$ cat config.mk
export PLATFORM = sky130hd
export DESIGN_NAME = seg7_scan_mux
export DESIGN_NICKNAME = d
export VERILOG_FILES = /design/src/rtl/seg7_scan_mux.sv
export SDC_FILE = /design/constraint.sdc
export NUM_CORES = 1
export LEC_CHECK = 0
export BUFFER_PORTS_ARGS = -buffer_cell sky130_fd_sc_hd__buf_4
export CAP_MARGIN = 20
export CORE_ASPECT_RATIO = 0.8
export CORE_UTILIZATION = 52
export DETAILED_ROUTE_END_ITERATION = 16
export GPL_ROUTABILITY_DRIVEN = 0
export PLACE_DENSITY_LB_ADDON = 0.2
export SLEW_MARGIN = 20
export SYNTH_ARGS = -nofsm -noshare
export SYNTH_HDL_FRONTEND = slang
export SYNTH_SLANG_ARGS = --single-unit
$ cat constraint.sdc
create_clock -name clk -period 5.5 [get_ports clk]
set_clock_uncertainty 0.05 [all_clocks]
set_input_delay 0.275 -clock clk [delete_from_list [all_inputs] [get_ports clk]]
set_output_delay 0.275 -clock clk [all_outputs]
set_load 0.02 [all_outputs]
$ cat src/rtl/seg7_scan_mux.sv
// N-digit multiplexed 7-segment driver: prescaled scan, guard interval, blanking,
// blink, leading-zero suppression and registered active-low pin outputs.
`timescale 1ns/1ps
module seg7_scan_mux #(
  parameter int N_DIGITS  = 4,
  parameter int SCAN_DIV  = 50000,
  parameter int GUARD     = 1000,
  parameter int BLINK_DIV = 64
) (
  input  logic                  clk,
  input  logic                  rst,
  input  logic                  en,
  input  logic [4*N_DIGITS-1:0] digits,
  input  logic [N_DIGITS-1:0]   dot_in,
  input  logic [N_DIGITS-1:0]   blank_mask,
  input  logic [N_DIGITS-1:0]   blink_mask,
  input  logic                  lz_suppress,
  output logic [N_DIGITS-1:0]   ano,
  output logic [6:0]            leds,
  output logic                  dot
);

  localparam int PRE_W  = (SCAN_DIV > 1) ? $clog2(SCAN_DIV) : 1;
  localparam int IDX_W  = $clog2(N_DIGITS);
  localparam int FCNT_W = (BLINK_DIV > 1) ? $clog2(BLINK_DIV) : 1;

  logic [PRE_W-1:0]  pre;
  logic [IDX_W-1:0]  idx;
  logic [FCNT_W-1:0] fcnt;
  logic              phase;

  logic slot_end, idx_last, fcnt_last, guard_on, blanked, upper_zero;
  logic [3:0]          cur_nib;
  logic [N_DIGITS-1:0] sel;
  logic [N_DIGITS-1:0] ano_d;
  logic [6:0]          leds_d;
  logic                dot_d;

  function automatic logic [6:0] seg7(input logic [3:0] n);
    case (n)
      4'h0: seg7 = 7'h40;  4'h1: seg7 = 7'h79;  4'h2: seg7 = 7'h24;  4'h3: seg7 = 7'h30;
      4'h4: seg7 = 7'h19;  4'h5: seg7 = 7'h12;  4'h6: seg7 = 7'h02;  4'h7: seg7 = 7'h78;
      4'h8: seg7 = 7'h00;  4'h9: seg7 = 7'h10;  4'hA: seg7 = 7'h08;  4'hB: seg7 = 7'h03;
      4'hC: seg7 = 7'h27;  4'hD: seg7 = 7'h21;  4'hE: seg7 = 7'h06;  default: seg7 = 7'h0E;
    endcase
  endfunction

  assign slot_end  = (pre == PRE_W'(SCAN_DIV - 1));
  assign idx_last  = (idx == IDX_W'(N_DIGITS - 1));
  assign fcnt_last = (fcnt == FCNT_W'(BLINK_DIV - 1));

  // A zero-length guard would otherwise be an always-false unsigned compare.
  if (GUARD > 0) begin : g_guard
    assign guard_on = (pre < PRE_W'(GUARD));
  end else begin : g_no_guard
    assign guard_on = 1'b0;
  end

  // NOTE: sequential state uses non-blocking assignments so every register
  // samples pre-edge values, independent of statement order.
  always_ff @(posedge clk) begin
    if (rst) begin
      pre   <= '0;
      idx   <= '0;
      fcnt  <= '0;
      phase <= 1'b0;
    end else if (en) begin
      if (slot_end) begin
        pre <= '0;
        if (idx_last) begin
          idx <= '0;
          if (fcnt_last) begin
            fcnt  <= '0;
            phase <= ~phase;
          end else begin
            fcnt <= fcnt + FCNT_W'(1);
          end
        end else begin
          idx <= idx + IDX_W'(1);
        end
      end else begin
        pre <= pre + PRE_W'(1);
      end
    end
  end

  // NOTE: every combinational output gets a default first, so no path leaves
  // a signal unassigned and no latch is inferred.
  always_comb begin
    cur_nib    = digits[4*idx +: 4];
    blanked    = blank_mask[idx] | (blink_mask[idx] & phase);
    upper_zero = 1'b1;
    for (int i = 0; i < N_DIGITS; i++) begin
      if (i >= int'(idx) && digits[4*i +: 4] != 4'h0) upper_zero = 1'b0;
    end
    sel      = '1;
    sel[idx] = 1'b0;
    ano_d    = '1;
    leds_d   = 7'h7F;
    dot_d    = 1'b1;
    if (guard_on || blanked) begin
      ano_d = '1;
    end else if (lz_suppress && idx != '0 && upper_zero) begin
      // Suppressed zero keeps its anode and decimal point; only segments go dark.
      ano_d = sel;
      dot_d = ~dot_in[idx];
    end else begin
      ano_d  = sel;
      leds_d = seg7(cur_nib);
      dot_d  = ~dot_in[idx];
    end
  end

  always_ff @(posedge clk) begin
    if (rst || !en) begin
      ano  <= '1;
      leds <= 7'h7F;
      dot  <= 1'b1;
    end else begin
      ano  <= ano_d;
      leds <= leds_d;
      dot  <= dot_d;
    end
  end

endmodule

== Yosys cells after proc, flatten, opt, wreduce, memory -nomap -nowiden ==
Memories as Yosys holds them, arrays and structs flattened. A register that Yosys moved wholly into a read port is not among the register bits.
Index checks and enable logic that the tools add are counted.
Word-level totals
  bits in registers: 30
  memory bits (read-only): 112
  bits of input ports: 32
  output and inout bits: 12
  word-level logic and storage cells: 59
  memories kept: 1
Operators by class
  $add $sub $neg: 3
  order comparisons: 6
  eq/ne operators: 3
  shift operators: 1
  multiplexer cells: 15
  bitwise gates (word level): 5
  reductions and logical operators: 19
Memories
  (no name shown): depth 16, bits a word 7, read ports 1, clocked after Yosys merged registers in 1, write ports 0, line 40  | case (n)
Operators with widths (count)
  adder 16 x 1 -> 16 bit (second input constant): 1
  equality test 16 bit (second input constant): 1
  less-than comparator 16 x 10 -> 1 bit (second input constant): 1
  2-to-1 mux 16 bit: 1
  nonzero test 4 bit: 4
  indexed part select 16 x 5 -> 4 bit: 1
  2-to-1 mux 1 bit: 8
  adder 6 x 1 -> 6 bit (second input constant): 1
  binary-select mux 1 bit (select 2 bit): 3
  equality test 6 bit (second input constant): 1
  logical AND 1 bit: 6
  2-to-1 mux 6 bit: 1
  greater-or-equal comparator 1 x 2 -> 1 bit (first input constant): 2
  inverter 4 bit: 1
  AND reduction 4 bit: 1
  less-than comparator 2 x 3 -> 1 bit (second input constant): 1
  AND reduction 3 bit: 1
  OR reduction 3 bit: 1
  adder 2 x 1 -> 2 bit (second input constant): 1
  demux 1 bit (select 2 bit): 1
  equality test 2 bit (second input constant): 1
  greater-or-equal comparator 2 x 1 -> 1 bit (second input constant): 1
  greater-or-equal comparator 2 bit (first input constant): 1
  logical OR 1 bit: 2
  other kinds (8): 9

== Longest topological paths before layout ==
Gate-level depths: netlist (run 1).
  depth in word-level cells: 8
  gate-level depth with buffers: 8
  gate-level depth less buffers: 7

== Least setup slack after synthesis (run 1) ==
OpenSTA, ideal clock, no wires.
  path type: reg2reg
  from: register idx[0]
  to: register leds[3]
  library setup time: 0.141 ns
  arrival: 1.863 ns
  slack: 3.446 ns
  stages on the path, launching flop included: 7
  buffers on the path: 1
  period minus slack after synthesis: 2.054 ns
  path through: dfxtp_1 > buf_6 > mux4_1 > ha_1 > mux2_2 > mux2i_1 > nand3_1
Between the ends
  cells in the longest elaborated chain, start to end: 8
  elaborated cells between the ends (all ways): 22
Ends and longest elaborated chain
  start, declared: line 28  | logic [IDX_W-1:0] idx;
  start signal, assigned: line 79  | idx <= idx + IDX_W'(1);
  greater-or-equal comparator 1 x 2 -> 1 bit: line 94  | if (i >= int'(idx) && digits[4*i +: 4] != 4'h0) upper_zero = 1'b0;
  logical AND 1 bit: line 94
  2-to-1 mux 1 bit (4 in a row): line 94
  logical AND 1 bit: line 103  | end else if (lz_suppress && idx != '0 && upper_zero) begin
  OR reduction 3 bit (no line)
  end, declared: line 19  | output logic [6:0] leds,
Parallel ways exist; a longest one is shown, timed or not. The select of a mux whose other input is x is not followed.
A chain may end at the register's enable or synchronous reset.

== Worst setup path after layout (run 1) ==
  from: register idx[0]
  to: register leds[6]
The elaborated chain is that of the path after synthesis.

==> summary.md, run 1 <==
| Metric | Value |
|---|---|
| Status | finished clean |
| Hold Path End | fcnt[1]$_SDFFE_PP0P_ |
| Ant diodes | 0 |
| CP delay by family, top | compound AO/OA/AOI/OAI gates |
| # placed instances | 305 |
| Critical Path Sink Type | flip-flop |
| Final Hold Fails | 0 |
| Worst Path Buf+Inv | 0 |
| CP Class | flip-flop to flip-flop |
| R2R Path Start | idx[0]$_SDFFE_PP0P_ |
| Post-Synthesis Cell Area | 2100 µm² |
| Starting density of the core | 0.549 |
| Syn nets | 264 |
| Largest net degree at the start of global routing | 17 |
| Number of remaining DRC errors | 0 |
| Final net count | 302 |
| Hold_buf cts | 0 |
| Clock Pin Slew Worst Setup and Hold Paths | 0.07 ns |
| Sequential cell area fraction in the yosys report | 0.353 |
| Period utilization | 0.439 |
| Max Cap Violations | 0 |
| Slew HR | 0.552 |
| Peak Freq | 415 MHz |
| CTS tree | built |
| Avg WL per Cell | 14.3 µm |
| Yosys warns | 0 |
| Post-CTS Resized | 0 |
| CP required | 5.58 ns |
| Unrepaired setup endpoints after global routing | no |
| Total vias in the final route | 1728 |
| Final Slew Violations | 0 |
| Top layer in use | met4 |
| Worst r2r dst | leds[6]$_SDFF_PP1_ |
| Count leader, synth | dfxtp_1 |
| Vias in the first global route | 1625 |
| Asr flop ratio synth | 0 |
| Peak supply drop | 0.162 mV |
| Drt initial violations | 131 |
| Min-Delay Path Class | input pin to flip-flop |
| Crit path DAT | 2.49 ns |
| Critical path, cell by cell | mux4_2 -> a21o_1 -> a311oi_4 -> o211ai_1 |
| Post-Syn Instances | 219 |
| DR pass1 iterations | 4 |
| Num Clock Sinks | 37 |
| Total Negative Setup Slacks | 0 ns |
| DIE AREA | 4300 µm² |
| Worst reg-to-reg setup slack | 3.09 ns |
| Tmin final | 2.41 ns |
| Pwr Density | 202 nW/µm² |
| Port bufs | 43 |
| CTS Root Cell | clkbuf_8 |
| Top cells by area, synth | dfxtp_1, ha_1, mux4_1 |
| Die width | 73.1 µm |
| Worst r2r path cells | 4 |
| Met2 Wirelength | 2060 µm |
| P&R area growth vs syn | 19.1% |
| Area occupied by multi-input gates | 1250 µm² |
| WL final | 4470 µm |
| Syn avg cell area | 9.59 µm² |
| Antenna Nets Post-Route | 0 |
| Io pins | 44 |
| Post-Layout Cell Count | 313 |
| Total power | 0.505 mW |
| Post-synthesis cell type count | 49 |
| Top cell type's share of synthesized area | 0.353 |
| Register Area | 741 µm² |
| Fillers | 318 |
| Pleak | 1.01 nW |
| Worst-margin pin slew | 0.671 ns |
| Setup Viol. Count Final | 0 |
| GR Util All Layers | 0.229 |
| Wire length of the first global-routing pass | 7430 µm |
| Rows | 20 |
| Hold Crit Start | rst |
| CP startpoint kind | flip-flop |
| Clock Latency Late Sink | 0.29 ns |
| Initial antenna violation count | 0 |
| DP HPWL | 3280 µm |
| Clk buf depth | 2 |
| Top_reg_cell synth | dfxtp_1 |
| Largest area contributor in the netlist | dfxtp_1 |
| H-tree depth | 2 |
| Hold Crit Depth | 2 |
| CTS buffer count | 5 |
| Met1 Wirelength | 2060 µm |
| Layout cells sized above 1 | 0.236 |
| Critical path fanouts, max | 12 |
| Post-synth EDFFs | 0 |
| Core area | 3830 µm² |
| Top cells by count, synth | dfxtp_1, nor2_1, nand2_1 |
| CP peak stage delay | 0.66 ns |
| Grt ovf | 0 |
| Register bit total from synthesis | 37 |
| Crit-path slowest cell | dfxtp_1 |
| Routed vias/inst | 5.52 |
| Die H | 58.9 µm |
| Post-CTS Setup Inserts | 0 |
| Met3 wire length | 275 µm |
[cell type report]
class	count	share of cell area
clock buffer	6	0.0290
inverter	11	0.0165
timing repair buffer	43	0.129
sequential	37	0.296
tap	55	0.0275
clock inverter	2	0.00400
multi-input combinational	159	0.498
[state kept, by name (all words and copies together) (netlist names)]
name and count:
dot 1, pre 16, idx 2, fcnt 6
ano 4, leds 7, phase 1
[worst max-delay path by stage]
stage,from,endpoint,depth (start not counted),slack (ns)
2_1_floorplan,idx[0]$_SDFFE_PP0P_,leds[3]$_SDFF_PP1_,6,3.45
3_3_place_gp,idx[0]$_SDFFE_PP0P_,leds[6]$_SDFF_PP1_,4,3.16
3_5_place_dp,idx[0]$_SDFFE_PP0P_,leds[6]$_SDFF_PP1_,4,3.09
4_1_cts,idx[0]$_SDFFE_PP0P_,leds[6]$_SDFF_PP1_,4,3.08
5_1_grt,idx[0]$_SDFFE_PP0P_,leds[6]$_SDFF_PP1_,4,2.92
6_report,idx[0]$_SDFFE_PP0P_,leds[6]$_SDFF_PP1_,4,3.09
[logic make-up after synthesis]
kind of cell | synth area share
buffers and inverters | 0.0542
AOI/OAI and AO/OA | 0.125
muxes | 0.139
and+or+nand+nor | 0.210
xor gates and xnor gates | 0.0417
DFF | 0.353
adders and majority gates | 0.0774
[cells in the final DEF, fill, tap and decap left out, types with 3 or more instances in the layout]
master	instances
a21o_1	3
nand4_1	3
inv_1	11
mux4_1	5
a311oi_1	4
and3_1	4
buf_4	43
nand2_1	16
nor3_1	3
xnor2_1	4
xor2_1	6
clkbuf_8	5
mux2_2	4
ha_1	13
or3_1	4
dfxtp_1	37
mux2i_1	7
o21ai_0	8
nand3_1	15
a21oi_1	10
nor2_1	18
[layer usage]
layer,up-vias,global-route usage
met1,794,0.299
met5,-,0
met4,0,0.0952
met2,55,0.369
met3,10,0.0497
li1,869,-
[report_power, final]
group | switching, mW | internal, mW
clock network | 0.0962 | 0.0878
registers | 0.00156 | 0.269
logic | 0.0221 | 0.0282
[stage by stage]
| step | cell area (µm²) | setup slack, ns | utilization | hold slack [ns] |
|---|---|---|---|---|
| final | 2500 | 3.09 | 0.654 | 0.202 |
| after global routing | 2500 | 2.92 | 0.654 | 0.200 |
| after CTS | 2500 | 3.08 | 0.654 | 0.192 |
| after detailed placement | 2420 | 3.09 | 0.632 | 0.412 |
| after global placement | 2420 | 3.16 | 0.632 | 0.407 |
| after floorplan | 2100 | 3.45 | - | 0.362 |
No activity file was read; power rests on OpenSTA's default activity.
==> run 2: changes to the inputs <==
Clock period 5.5 ns to 2.34 ns, I/O delays scaled along.
==> summary.md, run 2 (same netlist as run 1, synthesis figures left out) <==
| Metric | Value |
|---|---|
| CP required | 2.44 ns |
| Final Hold Fails | 0 |
| Worst setup endpoint | leds[0]$_SDFF_PP1_ |
| Pwr Density | 463 nW/µm² |
| Worst r2r dst | leds[0]$_SDFF_PP1_ |
| Pleak | 1.05 nW |
| Worst-margin pin slew | 0.671 ns |
| Placed cell area | 2480 µm² |
| Clk buf depth | 2 |
| Final net count | 310 |
| Core area | 3830 µm² |
| Port bufs | 43 |
| Initial antenna violation count | 0 |
| Tmin final | 2.15 ns |
| Layout cells sized above 1 | 0.263 |
| Peak Freq | 465 MHz |
| P&R area growth vs syn | 22.0% |
| Final Slew Violations | 0 |
| Clock Latency Late Sink | 0.30 ns |
| Critical path fanouts, max | 8 |
| H-tree depth | 2 |
| Vias in the first global route | 1577 |
| Peak supply drop | 0.381 mV |
| Biggest regs | pre (16), leds (7), fcnt (6) |
| CTS tree | built |
| Total Negative Setup Slacks | 0 ns |
| Largest net degree at the start of global routing | 17 |
| Total vias in the final route | 1755 |
| CP Class | flip-flop to flip-flop |
| Unrepaired setup endpoints after global routing | no |
| Avg WL per Cell | 13.8 µm |
| Wire length of the first global-routing pass | 7220 µm |
| Slew HR | 0.552 |
| Hold_buf cts | 0 |
| Starting density of the core | 0.549 |
| CTS Root Cell | clkbuf_8 |
| DIE AREA | 4300 µm² |
| CP startpoint kind | flip-flop |
| Status | finished clean |
| Min-Delay Path Class | input pin to flip-flop |
| Crit path DAT | 2.25 ns |
| CTS buffer count | 5 |
| Number of remaining DRC errors | 0 |
| WL final | 4430 µm |
| Die H | 58.9 µm |
| Worst reg-to-reg setup slack | 0.19 ns |
| Grt ovf | 0 |
| Io pins | 44 |
| Rows | 20 |
| DP HPWL | 3340 µm |
| R2R Path Start | idx[0]$_SDFFE_PP0P_ |
| Max Cap Violations | 0 |
| Routed vias/inst | 5.47 |
| Critical Path Sink Type | flip-flop |
| GR Util All Layers | 0.228 |
| Most frequent cells in the layout | buf_4, dfxtp_1, nor2_1, nand2_1, nand3_1 |
| Clock Pin Slew Worst Setup and Hold Paths | 0.07 ns |
| Final Instance Area | 2560 µm² |
| Drt initial violations | 129 |
| Crit path launch | idx[0]$_SDFFE_PP0P_ |
| Worst r2r path cells | 5 |
| Setup Viol. Count Final | 0 |
| Num Clock Sinks | 37 |
| Antenna Nets Post-Route | 0 |
| Die width | 73.1 µm |
| Ant diodes | 0 |
| Commonest non-fill, non-tap cell in the layout | buf_4 |
| Biggest register | pre |
| DR pass1 iterations | 4 |
| Period utilization | 0.919 |
| Max FFs per register | 16 |
## run 2: per-layer routing
metal | vias to the layer above | share of wire | track usage
met3 | 7 | 0.066 | 0.0582
li1 | 888 | - | -
met1 | 808 | 0.47 | 0.302
met2 | 52 | 0.44 | 0.344
met4 | 0 | 0.020 | 0.118
met5 | - | 0 | 0
## run 2: area by class of cell
cell class	count	area, µm²
Tap cell	55	68.8
Multi-Input combinational cell	159	1250
Sequential cell	37	742
Clock buffer	6	72.6
Clock inverter	2	10.0
Fill cell	316	1260
Inverter	11	41.3
Timing Repair Buffer	51	383
## run 2: power breakdown
group / internal [mW] / switching [mW] / leakage (nW)
Clock: 0.206 / 0.223 / 0.0450
Sequential: 0.633 / 0.00364 / 0.299
Combinational: 0.0693 / 0.0521 / 0.710
## run 2: repair_timing
action                                  in CTS  in global routing
endpoints found under the setup margin       0                  3
gates resized for setup                      0                  1
buffers inserted                             0                  0
## run 2: worst max-delay path: stages (launching register included)
cell,delay [ns]
dfxtp_2,0.45
mux4_1,0.70
ha_1,0.28
mux2_2,0.27
mux2i_1,0.16
nand3_1,0.10
## run 2: worst min-delay path by stage
| stage | startpoint | endpoint | slack, ns | depth (start not counted) |
|---|---|---|---|---|
| floorplan | en | pre[0]$_SDFFE_PP0P_ | 0.20 | 2 |
| global placement | rst | fcnt[1]$_SDFFE_PP0P_ | 0.34 | 2 |
| detailed placement | rst | fcnt[0]$_SDFFE_PP0P_ | 0.35 | 2 |
| CTS | rst | fcnt[0]$_SDFFE_PP0P_ | 0.03 | 2 |
| global route | rst | fcnt[1]$_SDFFE_PP0P_ | 0.04 | 2 |
| finish | rst | fcnt[0]$_SDFFE_PP0P_ | 0.05 | 2 |
## run 2: metrics by stage
step           hold WS (ns)  power, mW  instances   util  setup slack [ns]
2_1_floorplan         0.204      0.713        219      -             0.286
3_3_place_gp          0.345      0.770        313  0.648             0.145
3_5_place_dp          0.353      0.772        313  0.648            0.0768
4_1_cts              0.0348       1.20        321  0.669            0.0574
5_1_grt              0.0444       1.24        321  0.670            0.0858
6_report             0.0452       1.19        321  0.670             0.189
